File: config.mk
export PLATFORM = sky130hd
export DESIGN_NAME = booth_mult_seq
export DESIGN_NICKNAME = d
export VERILOG_FILES = /design/src/rtl/booth_mult_seq.sv
export SDC_FILE = /design/constraint.sdc
export NUM_CORES = 1
export LEC_CHECK = 0
export ABC_AREA = 1
export CAP_MARGIN = 5
export CORE_UTILIZATION = 55
export CTS_BUF_LIST = sky130_fd_sc_hd__clkbuf_16
export CTS_CLUSTER_SIZE = 20
export DETAILED_ROUTE_END_ITERATION = 7
export GPL_ROUTABILITY_DRIVEN = 0
export PLACE_DENSITY = 0.77
export SLEW_MARGIN = 20
export SYNTH_ARGS = -nofsm -noshare
export SYNTH_HDL_FRONTEND = slang
export SYNTH_SLANG_ARGS = --single-unit
export TNS_END_PERCENT = 30
File: constraint.sdc
create_clock -name clk -period 4.1 [get_ports clk]
set_input_delay 0.41 -clock clk [delete_from_list [all_inputs] [get_ports clk]]
set_output_delay 0.41 -clock clk [all_outputs]
set_load 0.01 [all_outputs]
File: src/rtl/booth_mult_seq.sv
// booth_mult_seq: iterative radix-4 Booth multiplier, one digit per cycle, valid/ready on both sides.
// Define BOOTH_MULT_ACC_EN to add the acc port (p_new = p_old + a*b).
module booth_mult_seq #(
  parameter int WIDTH = 16
) (
  input  logic               clk,
  input  logic               rst,
  input  logic               in_valid,
  output logic               in_ready,
  input  logic [WIDTH-1:0]   a,
  input  logic [WIDTH-1:0]   b,
  input  logic               signed_mode,
`ifdef BOOTH_MULT_ACC_EN
  input  logic               acc,
`endif
  output logic               out_valid,
  input  logic               out_ready,
  output logic [2*WIDTH-1:0] p
);
  localparam int ITER = WIDTH / 2 + 1;
  localparam int CW = $clog2(ITER + 1);
  localparam int PW = 2 * WIDTH;
  if (WIDTH % 2 != 0 || WIDTH < 4) begin : g_bad_width
    $error("booth_mult_seq: WIDTH must be even and >= 4");
  end
  typedef enum logic [1:0] {IDLE, BUSY, DONE} state_t;
  state_t state_q, state_d;
  logic [PW-1:0] acc_q, acc_d, mcand_q, mcand_d, p_q, p_d, pp, sum;
  logic [WIDTH+2:0] mult_q, mult_d;
  logic [CW-1:0] cnt_q, cnt_d;
  logic accept, sa, sb, acc_en;
`ifdef BOOTH_MULT_ACC_EN
  assign acc_en = acc;
`else
  assign acc_en = 1'b0;
`endif
  assign in_ready = (state_q == IDLE) || (state_q == DONE && out_ready);
  assign out_valid = (state_q == DONE);
  assign p = p_q;
  assign accept = in_valid && in_ready;
  assign sa = signed_mode & a[WIDTH-1];
  assign sb = signed_mode & b[WIDTH-1];
  // The multiplicand shifts left two places per digit, so the modulo-2^PW sum stays exact.
  always_comb begin
    case (mult_q[2:0])
      3'b001, 3'b010: pp = mcand_q;
      3'b011:         pp = mcand_q << 1;
      3'b100:         pp = -(mcand_q << 1);
      3'b101, 3'b110: pp = -mcand_q;
      default:        pp = '0;
    endcase
  end
  assign sum = acc_q + pp;
  always_comb begin
    state_d = state_q;
    acc_d = acc_q;
    mcand_d = mcand_q;
    mult_d = mult_q;
    cnt_d = cnt_q;
    p_d = p_q;
    if (accept) begin
      state_d = BUSY;
      acc_d = acc_en ? p_q : '0;
      mcand_d = {{WIDTH{sa}}, a};
      mult_d = {sb, sb, b, 1'b0};
      cnt_d = '0;
    end else if (state_q == BUSY) begin
      acc_d = sum;
      mcand_d = mcand_q << 2;
      mult_d = mult_q >> 2;
      cnt_d = cnt_q + CW'(1);
      if (cnt_q == CW'(ITER - 1)) begin
        state_d = DONE;
        p_d = sum;
      end
    end else if (state_q == DONE && out_ready) begin
      state_d = IDLE;
    end
  end
  always_ff @(posedge clk) begin
    if (rst) begin
      state_q <= IDLE;
      acc_q <= '0;
      mcand_q <= '0;
      mult_q <= '0;
      cnt_q <= '0;
      p_q <= '0;
    end else begin
      state_q <= state_d;
      acc_q <= acc_d;
      mcand_q <= mcand_d;
      mult_q <= mult_d;
      cnt_q <= cnt_d;
      p_q <= p_d;
    end
  end
endmodule

; Yosys cells after proc, flatten, opt, wreduce, memory -nomap -nowiden
; Index checks and enable logic that the tools add are counted.
[word_totals]
input_bits = 37
register_bits = 121
out_inout_bits = 34
[op_classes]
reduce_logical = 13
addsub = 4
mux = 9
n_bitwise = 3
eq_ne = 11
[op_table]
columns = operator, n
row1 = 32-bit case mux with 4 select lines, 1
row2 = 32-bit 2-to-1 mux, 2
row3 = 32-bit negator, 2
row4 = 19-bit 2-to-1 mux, 2
row5 = 32-bit adder, 1
row6 = 3-bit equality test (second input constant), 3
row7 = 3-bit by 2-bit equality test with 1-bit output (second input constant), 2
row8 = 2-bit 2-to-1 mux, 3
row9 = 2-bit OR reduction, 3
row10 = 4-bit by 1-bit adder with 4-bit output (second input constant), 1
row11 = 4-bit equality test (second input constant), 1
row12 = 2-bit AND reduction, 2
row13 = 2-bit nonzero test, 2
row14 = 3-bit by 1-bit equality test with 1-bit output (second input constant), 1
row15 = 3-bit by 2-bit != test with 1-bit output (second input constant), 1
row16 = 3-bit AND reduction, 1
row17 = 3-bit nonzero test, 1
row18 = 1-bit bitwise AND, 2
row19 = 2-bit by 1-bit equality test with 1-bit output (second input constant), 1
row20 = 2-bit equality test (second input constant), 1
row21 = 1-bit logical AND, 2
row22 = 2-bit logical NOT, 1
row23 = 2-bit by 1-bit != test with 1-bit output (second input constant), 1
row24 = 1-bit logical OR, 1
row25 = 2 further kinds, 2

; Logic depth before layout (Yosys ltp)
; Gate-level depths: netlist of the first run.
[logic_depth]
ltp_word = 6
mapped_depth = 25
ltp_nobuf = 24

; Least setup slack after synthesis of the first run
; No wires, ideal clock.
[synth_timing]
kind = register to register
from = register mcand_q[0]
to = register acc_q[22]
required_ps = 3991
period_less_slack_ps = 2955
setup_slack_ps = 1145
setup_ps = 109
n_path_buf = 0
path_stages_with_launch = 21
t_arrival_ps = 2846
path_cell_list = dfxtp_1 -> inv_1 -> ha_1 -> inv_1 -> nor2_1 -> inv_1 -> nor3_2 -> nand2_1 -> xor2_1 -> inv_1 -> a221o_1 -> ha_1 -> nand2_1 -> nor4_1 -> nand2_1 -> nand2_1 -> nand2_1 -> nand3_1 -> nand3_1 -> nand2_1 -> inv_1
[synth_between]
elab_chain_len = 3
elab_cells_between_ends = 4
classes_between = add/sub: 3 / mux: 1
[synth_lines]
columns = item, line
row1 = from (decl), 28  ; logic [PW-1:0] acc_q, acc_d, mcand_q, mcand_d, p_q, p_d, pp, sum;
row2 = from (signal assigned), 91  ; mcand_q <= mcand_d;
row3 = "32-bit negator, on equally long branches", "49, 48"
row4 = 32-bit case mux with 4 select lines (*), 45  ; case (mult_q[2:0])
row5 = 32-bit adder (*), 53  ; assign sum = acc_q + pp;
row6 = to (signal assigned), 83  ; acc_q <= '0;
row7 = to (signal assigned), 90  ; acc_q <= acc_d;
row8 = to (decl), 28
; Mark *: on every way between the ends. The rest lies on a longest branch, timed or not.
; A chain may end at the register's enable or synchronous reset.

; Worst setup path in the final report of the first run
; Ends and elaborated chain as after synthesis.

==> results of run 1 <==
==> cell type report <==
class | count | area [um2] | area share
Inverter | 155 | 582 | 0.0620
Timing Repair Buffer | 81 | 778 | 0.0829
Tap cell | 180 | 225 | 0.0240
Clock buffer | 17 | 425 | 0.0453
Multi-Input combinational cell | 913 | 4850 | 0.517
Clock inverter | 15 | 123 | 0.0131
Sequential cell | 120 | 2400 | 0.256
==> flip-flops by register name, summed over array words and instances, names as in the netlist <==
signal   count
acc_q       32
cnt_q        4
mcand_q     32
mult_q      18
p           32
state_q      2
==> placed cells by master (no fill, tap or decap), types with 3 or more instances in the layout <==
cell	instances
clkdlybuf4s50_1	69
o21a_1	4
a221o_1	12
clkbuf_16	17
nor2_4	3
nor3_1	10
nor4_1	3
o22ai_1	18
dfxtp_1	120
inv_1	155
a31oi_1	29
clkinv_1	5
a21oi_1	57
inv_2	4
o211ai_1	4
o2111ai_1	10
buf_4	11
o21ai_1	10
nand4_1	9
nor2_1	194
o21ai_2	4
nand2_1	275
xor2_1	38
nand3_1	63
o21ai_0	71
a221oi_1	19
a21o_1	6
nand2_2	3
xnor2_1	5
ha_1	34
nor3_2	4
nor2_2	6
==> through the flow <==
stage,cell area (um2),setup slack (ns)
6_report,9390,0.533
5_1_grt,9390,0.118
4_1_cts,9390,0.588
3_5_place_dp,8840,0.589
3_3_place_gp,8840,0.657
2_1_floorplan,8070,1.15
==> logic make-up after synthesis <==
group | share of synthesized area
and+or+nand+nor | 0.304
DFF | 0.298
AOI/OAI and AO/OA | 0.195
xor gates and xnor gates | 0.0467
adders and majority gates | 0.0552
buffers and inverters | 0.102
==> metal layers <==
metal	routed length [um]	share of wire	track usage
met2	9520	0.44	0.455
met1	9890	0.46	0.427
met4	517	0.024	0.114
met3	1770	0.082	0.0577
met5	0	0	0
==> path summary, 6_finish.rpt <==
kind	depth (start not counted)	end	slack, ns	start
max reg2reg	20	acc_q[22]$_SDFFE_PP0P_	0.53	mcand_q[0]$_SDFFE_PP0P_
max	20	acc_q[22]$_SDFFE_PP0P_	0.53	mcand_q[0]$_SDFFE_PP0P_
min reg2reg	2	mult_q[17]$_SDFFE_PP0P_	0.46	mult_q[17]$_SDFFE_PP0P_
min	4	p[2]$_SDFFE_PP0P_	0.39	rst
==> Yosys cell counts, types with 2 or more instances <==
master / instances
nand2_1: 275
nor2_1: 195
inv_1: 150
dfxtp_1: 120
o21ai_0: 71
nand3_1: 63
a21oi_1: 57
xor2_1: 38
clkbuf_1: 34
ha_1: 34
a31oi_1: 29
a221oi_1: 19
o22ai_1: 18
buf_2: 15
a221o_1: 12
nor3_1: 10
o2111ai_1: 10
o21ai_1: 10
nand4_1: 9
a21o_1: 6
nor2_2: 6
xnor2_1: 5
inv_2: 4
nor3_2: 4
o211ai_1: 4
o21a_1: 4
o21ai_2: 4
buf_6: 3
nand2_2: 3
nor4_1: 3
and3_1: 2
nand2_4: 2
nand3_2: 2
nor2_4: 2
nor2_8: 2
or2_1: 2
==> worst max-delay path, stage by stage (launching register included) <==
cell,delay (ns)
dfxtp_1,0.35
inv_1,0.12
ha_1,0.19
inv_1,0.07
nor2_1,0.09
inv_1,0.08
nor3_2,0.30
nand2_1,0.11
xor2_1,0.15
inv_1,0.07
a221o_1,0.30
ha_1,0.37
nand2_1,0.12
nor4_1,0.55
nand2_1,0.11
nand2_1,0.11
nand2_1,0.08
nand3_1,0.09
nand3_1,0.08
nand2_1,0.09
inv_1,0.04
==> power groups by stage <==
stage,clock network [W],registers [W],logic (W)
2_1_floorplan,0,0.00129,0.000575
3_3_place_gp,0,0.00132,0.000737
3_5_place_dp,0,0.00132,0.000744
4_1_cts,0.00142,0.00129,0.000750
5_1_grt,0.00147,0.00130,0.000851
6_report,0.00140,0.00129,0.000762
==> results.md, run 1 <==
* Global-route total usage across every layer at 0.303
* Fraction of layout instances using a drive strength above 1 at 0.0530
* Max FO, Critical Path at 5
* Clk network pwr share at 0.406
* Number of placed instances with taps included at around 1.4k
* Vertical die dimension at ~120 um
* Hold Buf Count CTS at 0
* Total negative slack at 0 ns
* Share of Yosys cell area claimed by the top area cell type at 0.298
* Wire length of the first global-routing pass at 36000 um
* Cell type contributing the most total cell area after synthesis: dfxtp_1
* Syn Nets at approximately 1.3k
* Power consumption at between 0.003 and 0.004 W
* Pins over their slew limit at 0
* CTS tree: done
* CP startpoint kind: flop
* Max Clk Rate at 0.280 GHz
* Reg clk slew, reported paths at around 0.050 ns
* Slew at the pin closest to its max-slew limit at 0.865 ns
* Layout Skew at between 0.005 and 0.006 ns
* Number of failing setup endpoints in the final timing report at 0
* Antenna violations before repair at 0
* Share of the core filled with cells in the final layout at 0.666
* Die outline area at 15200 um2
* Cell Count, Final, Fillers Out at approximately 1.5k
* Synthesized flop and latch total at 120
* Library cells used by synthesis at 50
* Number of buffers created by CTS at 17
* Register area share after synthesis at 0.298
* Slew HR at 0.423
* Power per standard cell area at 369 nW/um2
* Total via count in the routed design at between 8k and 9k
* Sequential power share at 0.374
* Syn_area_per_cell at approximately 6.5 um2
* WL final at around 22000 um
* Synth Warn # at 0
* Num rows at between 40 and 50
* Cell types with the largest area share after synthesis: dfxtp_1 30%, nand2_1 13%, nor2_1 9.1%
* EDFF count, synth at 0
* Final count of hold timing violations at 0
* Sw power at roughly 0.0011 W
* Root buffer selected by CTS: clkbuf_16
* Type of the tightest min-delay check: input pin to flop
* Cell-internal power at 0.00237 W
* Status: finished clean
* Clock period minus worst slack at about 3.6 ns
* Number of max-cap violations at 0
* Tightest hold margin at 0.394 ns
* Starting Density at 0.572
* Initial detailed-routing violation count at about 840
* Count of inserted antenna diode cells at 0
* CP required at between 4 and 5 ns
* Most instantiated flip-flop cell in the synthesis netlist: dfxtp_1
* # DRC at 0
* Area growth, synth to finish at 16.3%
* Number of I/O pins at just over 70
* Pin count of the biggest net entering global routing at between 70 and 80
* Setup fix buffers added after clock tree synthesis at 0
* Number of cells upsized or downsized after cts at 0
* Fillers at ~1.3k
* Peak ir drop on the vdd network at 0.306 mV
* Setup repair after global routing missed its margin: false
* Number of routed nets with antenna violations at 0
* Die Width at roughly 120 um
* Number of port buffers at 70
* Share of total power consumed by net switching at 0.317
* Vias in the first global route at 7416
* Post-detailed-placement half-perimeter wirelength at between 15000 and 20000 um
* Depth of the CTS H-tree at 4
* Number of sinks driven by the clock tree at 120
* Crit path kind: flop to flop
* Floorplan core area at about 14000 um2
* Post-Synthesis Cell Area at ~8100 um2
* DR WL/cell at roughly 15 um
* Kind of end point of the critical path: flop
* Remaining global-route overflow at 0
* Instance count of the mapped netlist at 1241
* Number of nets in the layout at 1360
* Worst-Skew Late Latency at around 0.43 ns
* Clock Path Buffers at 2
* DR pass1 iterations at 5
* Final period utilization at 0.870
* Proportion of power drawn by combinational gates at 0.220
* Routed vias/inst at roughly 5.6
* Arrival @ worst endpoint at between 3 and 4 ns
* Async SR Flop Fraction at 0
* Leakage component of the power at between 4 and 5 nW
(Power assumes the default switching activity.)
==> run 2: changes to the inputs <==
--- a/config.mk
+++ b/config.mk
@@ -9,11 +9,10 @@
 export CAP_MARGIN = 5
 export CORE_UTILIZATION = 55
 export CTS_BUF_LIST = sky130_fd_sc_hd__clkbuf_16
-export CTS_CLUSTER_SIZE = 20
+export CTS_CLUSTER_SIZE = 10
 export DETAILED_ROUTE_END_ITERATION = 7
 export GPL_ROUTABILITY_DRIVEN = 0
 export PLACE_DENSITY = 0.77
-export SLEW_MARGIN = 20
 export SYNTH_ARGS = -nofsm -noshare
 export SYNTH_HDL_FRONTEND = slang
 export SYNTH_SLANG_ARGS = --single-unit
==> results of run 2 <==
No change in the layout: final DEF, timing and power equal those of run 1.
==> patch 1: new RTL, flow settings as in run 1 <==
The option `BOOTH_MULT_ACC_EN` is turned on by a define.
--- a/src/rtl/booth_mult_seq.sv
+++ b/src/rtl/booth_mult_seq.sv
@@ -1,4 +1,6 @@
 // booth_mult_seq: iterative radix-4 Booth multiplier, one digit per cycle, valid/ready on both sides.
 // Define BOOTH_MULT_ACC_EN to add the acc port (p_new = p_old + a*b).
+`define BOOTH_MULT_ACC_EN
+
 module booth_mult_seq #(
   parameter int WIDTH = 16
Ports: changed (added acc); port bits go from 71 to 72. No check against the original RTL was run, so the function may have changed too.
==> patch 1 against run 1 <==
- setup slack worse by 0.061 ns
- synthesized area is 2.0% higher
- combinational power is 22% higher
- routed wire length is 6.3% higher
- power is 6.8% higher
- sequential cell count stayed put
- sequential share of layout area is 0.49 points lower
- critical path depth is 3 lower
- cell area is 2.0% higher
- first-iteration DRC count is 6.8% higher
- critical endpoint is now p[23]$_SDFFE_PP0P_
==> patch 1: results (changes against run 1) <==
stage	metric	value	unit	change
global_routing	grt_pass1_vias	7982		+7.6%
pwr	leakagePower	4.12	nW	-3.5%
timing	clock.fmax	276	MHz	-1.7%
synth	yosysTopAreaCellShare	29.2	%	-0.59 points
route	vias_per_cell	5.77		+2.3%
status	status	completed		
placed_design	post-place-cells	1484		+2.4%
cells_and_area	drive_above_1_share	4.88	%	-0.42 points
route	wirelength	23.1	mm	+6.3%
global_routing	grt_pass1_wl	38.7	mm	+7.6%
setup_path	cp_max_fo	6		+1
clocking	clock_latency	0.43	ns	about the same
timing	slew_headroom	35.2	%	-7.2 points
placed_design	dp_hpwl	16.5	mm	+5.1%
global_routing	grt_util_all_layers	30.8	%	+0.48 points
synth	ys_types	47		-6.0%
route	drt_iter0_drc	894		+6.8%
pwr	peakVddDrop	0.000287	V	-6.3%
placed_design	io_buffer_count	71		+1.4%
min_path	hold_depth	2		-2
min_path	hp-class	reg2reg		
clocking	cts_root_buf	clkbuf_16		
synth	syn_area_per_cell	6.45	sq um	-0.77%
setup_path	r2r_slack	0.47	ns	-0.06 ns
synth	ys_top_cells_by_area	dfxtp_1, nand2_1, inv_1		
timing	whs	0.462	ns	+0.0678 ns
synth	synth_commonest_cells	nand2_1, inv_1, nor2_1		
clocking	htree_num_levels	4		unchanged
timing	finClkSkew	0.0133	ns	+0.00800 ns
placed_design	post_dp_cell_area	9010	sq um	+1.9%
route	via_count	8754		+4.8%
cells_and_area	final_nets	1392		+2.4%
synth	yosysSeqAreaShare	29.2	%	-0.59 points
placed_design	dp_worst_setup_slack	0.628	ns	+0.0383 ns
-- patch 1: area by class of cell --
| cell class | count | area share [%] |
|---|---|---|
| clock inverters | 15 | 1.44 |
| repair buffers | 79 | 8.00 |
| clock buffers | 17 | 4.44 |
| inverters | 153 | 6.00 |
| multi-input cells | 948 | 52.6 |
| well taps | 184 | 2.41 |
| flip-flops and latches | 120 | 25.1 |
-- patch 1: worst paths after layout --
path,startpoint,end
worst min-delay path,mult_q[17]$_SDFFE_PP0P_,mult_q[17]$_SDFFE_PP0P_
worst min register to register,mult_q[17]$_SDFFE_PP0P_,mult_q[17]$_SDFFE_PP0P_
worst max-delay path,mcand_q[0]$_SDFFE_PP0P_,p[23]$_SDFFE_PP0P_
worst max register to register,mcand_q[0]$_SDFFE_PP0P_,p[23]$_SDFFE_PP0P_
-- patch 1: critical path, cell delays in order (launching register included) --
cell	delay, ns
dfxtp_1	0.39
inv_1	0.12
ha_1	0.28
nand3_1	0.16
xor2_1	0.26
o22ai_1	0.11
a21oi_1	0.13
o21ai_0	0.15
ha_1	0.43
nand4_1	0.11
o21ai_0	0.47
nand3_1	0.14
nand2_1	0.19
nand2_1	0.14
nand3_1	0.09
nand2_1	0.11
o21ai_0	0.18
inv_1	0.05
-- patch 1: power breakdown --
group | internal (mW) | switching (mW)
Sequential | 1.25 | 0.0791
Clock | 0.881 | 0.556
Combinational | 0.322 | 0.610
-- patch 1: metal layers --
layer  track usage (%)  wire (um)
met1              42.0      10600
met2              48.0      10400
met3              5.20       1570
met4              12.3        555
met5                 0          0
-- patch 1: cell families after synthesis --
group | synth area share (%)
and+or+nand+nor | 28.9
xor gates and xnor gates | 4.47
adders and majority gates | 5.41
DFF | 29.2
AOI/OAI and AO/OA | 22.4
buffers and inverters | 9.68
==> patch 2: new RTL, config.mk and constraints of run 1 <==
Without the edit above. The 3 states of `state_t` get a one-hot encoding in 3 bits.
--- a/src/rtl/booth_mult_seq.sv
+++ b/src/rtl/booth_mult_seq.sv
@@ -24,5 +24,5 @@
     $error("booth_mult_seq: WIDTH must be even and >= 4");
   end
-  typedef enum logic [1:0] {IDLE, BUSY, DONE} state_t;
+  typedef enum logic [2:0] {IDLE = 3'b001, BUSY = 3'b010, DONE = 3'b100} state_t;
   state_t state_q, state_d;
   logic [PW-1:0] acc_q, acc_d, mcand_q, mcand_d, p_q, p_d, pp, sum;
Formal check against the unedited RTL: no difference found for any inputs over 10 cycles, from zero or initial values and one cycle with rst high; not proved beyond that.
==> patch 2 against run 1 <==
- sequential cell count increased by 1
- largest cell class unchanged
- routed wire length up 1.8%
- final cell count shrank 1.4%
- via count increased by 0.38%
- cell area increased by 1.1%
- non-clock buffer count is 2 higher
- worst hold slack improved by 0.071 ns
- power up 4.7%
- setup slack lost 0.13 ns
- synthesized area is 0.12% higher
==> patch 2: results (changes against run 1) <==
stage	metric	value	unit	change
route	routed.top_layer	met4		
global_routing	grt_util_all_layers	30.9	%	+0.62 points
pwr	pwr_density_cell	382	nW/um^2	+3.5%
global_routing	use_met3	5.54	%	-0.23 points
cells_and_area	num-multi-input-gates	890		-2.5%
route	dr.pass1.iters	6		+1
cells_and_area	final_nets	1341		-1.4%
global_routing	gr-usage-met2	48.7	%	+3.2 points
placed_design	post-place-cells	1429		-1.4%
route	wirelength	22.1	mm	+1.8%
pwr	leakagePower	4.24	nW	-0.85%
cells_and_area	nNonClkBuffers	83		+2.5%
cells_and_area	nonClkBufAreaFrac	8.49	%	+0.20 points
min_path	hp-class	reg2reg		
synth	yosysSeqAreaShare	30.0	%	+0.21 points
synth	ys_types	49		-2.0%
global_routing	grt_pass1_vias	7750		+4.5%
clocking	post_cts_resize_count	0		unchanged
cells_and_area	regArea	2420	sq um	+0.83%
route	drt_iter0_drc	829		-0.96%
cells_and_area	fin_cells	1460		-1.4%
global_routing	grt_max_degree	70		-11%
timing	finClkSkew	0.00839	ns	+0.00312 ns
status	status	completed		
route	via_count	8388		+0.38%
setup_path	arrival	4.02	ns	+0.13 ns
cells_and_area	synthToLayoutAreaGrowth	17.5	%	
cells_and_area	clkbuf_count	17		unchanged
cells_and_area	fill_cells	1264		-0.94%
synth	synth_warnings	0		unchanged
pwr	peakVddDrop	0.000274	V	-11%
route	wl_met3	1.41	mm	-21%
synth	synth_xor_area_share	4.77	%	+0.10 points
clocking	htree_num_levels	4		unchanged
cells_and_area	multi_input_area_share	51.2	%	-0.45 points
pwr	p_seq_share	36.0	%	-1.4 points
global_routing	grt_pass1_wl	36.8	mm	+2.2%
synth	synth_commonest_cells	nand2_1, inv_1, nor2_1		
route	wl_met1	9.99	mm	+1.0%
placed_design	dp_hpwl	16.1	mm	+2.9%
pwr	internal_power	2.51	mW	+6.0%
synth	synth-compound-area-share	21.5	%	+2.0 points
placed_design	post_dp_cell_area	8890	sq um	+0.62%
global_routing	grt.met1_usage	40.7	%	-2.0 points
synth	syn_area_per_cell	6.65	sq um	+2.3%
cells_and_area	clkCellAreaFrac	6.19	%	+0.36 points
pwr	clockPowerShare	42.2	%	+1.6 points
timing	slew_headroom	47.1	%	+4.8 points
route	routed-wl-met2	9.89	mm	+4.0%
clocking	cts_root_buf	clkbuf_16		
synth	synth_fa_ha_area_share	5.51	%	-0.0068 points
cells_and_area	non_clock_inverter_count	156		+0.65%
cells_and_area	seq_cell_count	121		+0.83%
cells_and_area	drive_above_1_share	5.63	%	+0.32 points
placed_design	dp_worst_setup_slack	0.428	ns	-0.162 ns
synth	netlist_area	8080	sq um	+0.12%
synth	ys_top_cells_by_area	dfxtp_1, nand2_1, inv_1		
patch 2: cell count changes after synthesis, moves of 7 or more:
cell      before  now
o211ai_1       4   14
o21a_1         4   12
nor2_1       195  142
nand2_1      275  286
a221oi_1      19    9
o21bai_1       0   12
a221oi_2       0    8
o21ai_1       10    3
patch 2: cell families (layout without fill, tap and decap cells):
family	count (synthesis)	count (layout)
flip-flops	121	121
adder cells (fa/ha/maj)	35	35
AO/OA/AOI/OAI	269	269
AND/OR/NAND/NOR	542	542
buffers and inverters	204	269
XOR/XNOR	44	44
patch 2: path summary, 6_finish.rpt:
path                                         startpoint                      end  slack [ns]  depth (start not counted)
worst min-delay path            mcand_q[0]$_SDFFE_PP0N_  mcand_q[0]$_SDFFE_PP0N_        0.47                          2
worst max-delay path            mcand_q[0]$_SDFFE_PP0N_       p[31]$_SDFFE_PP0P_        0.41                         23
worst max register to register  mcand_q[0]$_SDFFE_PP0N_       p[31]$_SDFFE_PP0P_        0.41                         23
worst min register to register  mcand_q[0]$_SDFFE_PP0N_  mcand_q[0]$_SDFFE_PP0N_        0.47                          2
patch 2: worst max-delay path: stages, from the launching register on:
cell and delay, ns:
dfxtp_1 0.30, inv_1 0.14, ha_1 0.21, inv_1 0.06, nor2_1 0.12, inv_1 0.06
nor2_2 0.12, inv_1 0.09, nor2_2 0.14, xor2_1 0.12, a221oi_1 0.27, o21ai_0 0.19
ha_1 0.42, nand2_1 0.16, o21ai_0 0.32, a21oi_1 0.11, nand2_1 0.19, nand2_1 0.08
nand3_1 0.10, inv_1 0.05, nand2_1 0.08, nand3_1 0.12, nand2_1 0.09, inv_1 0.03
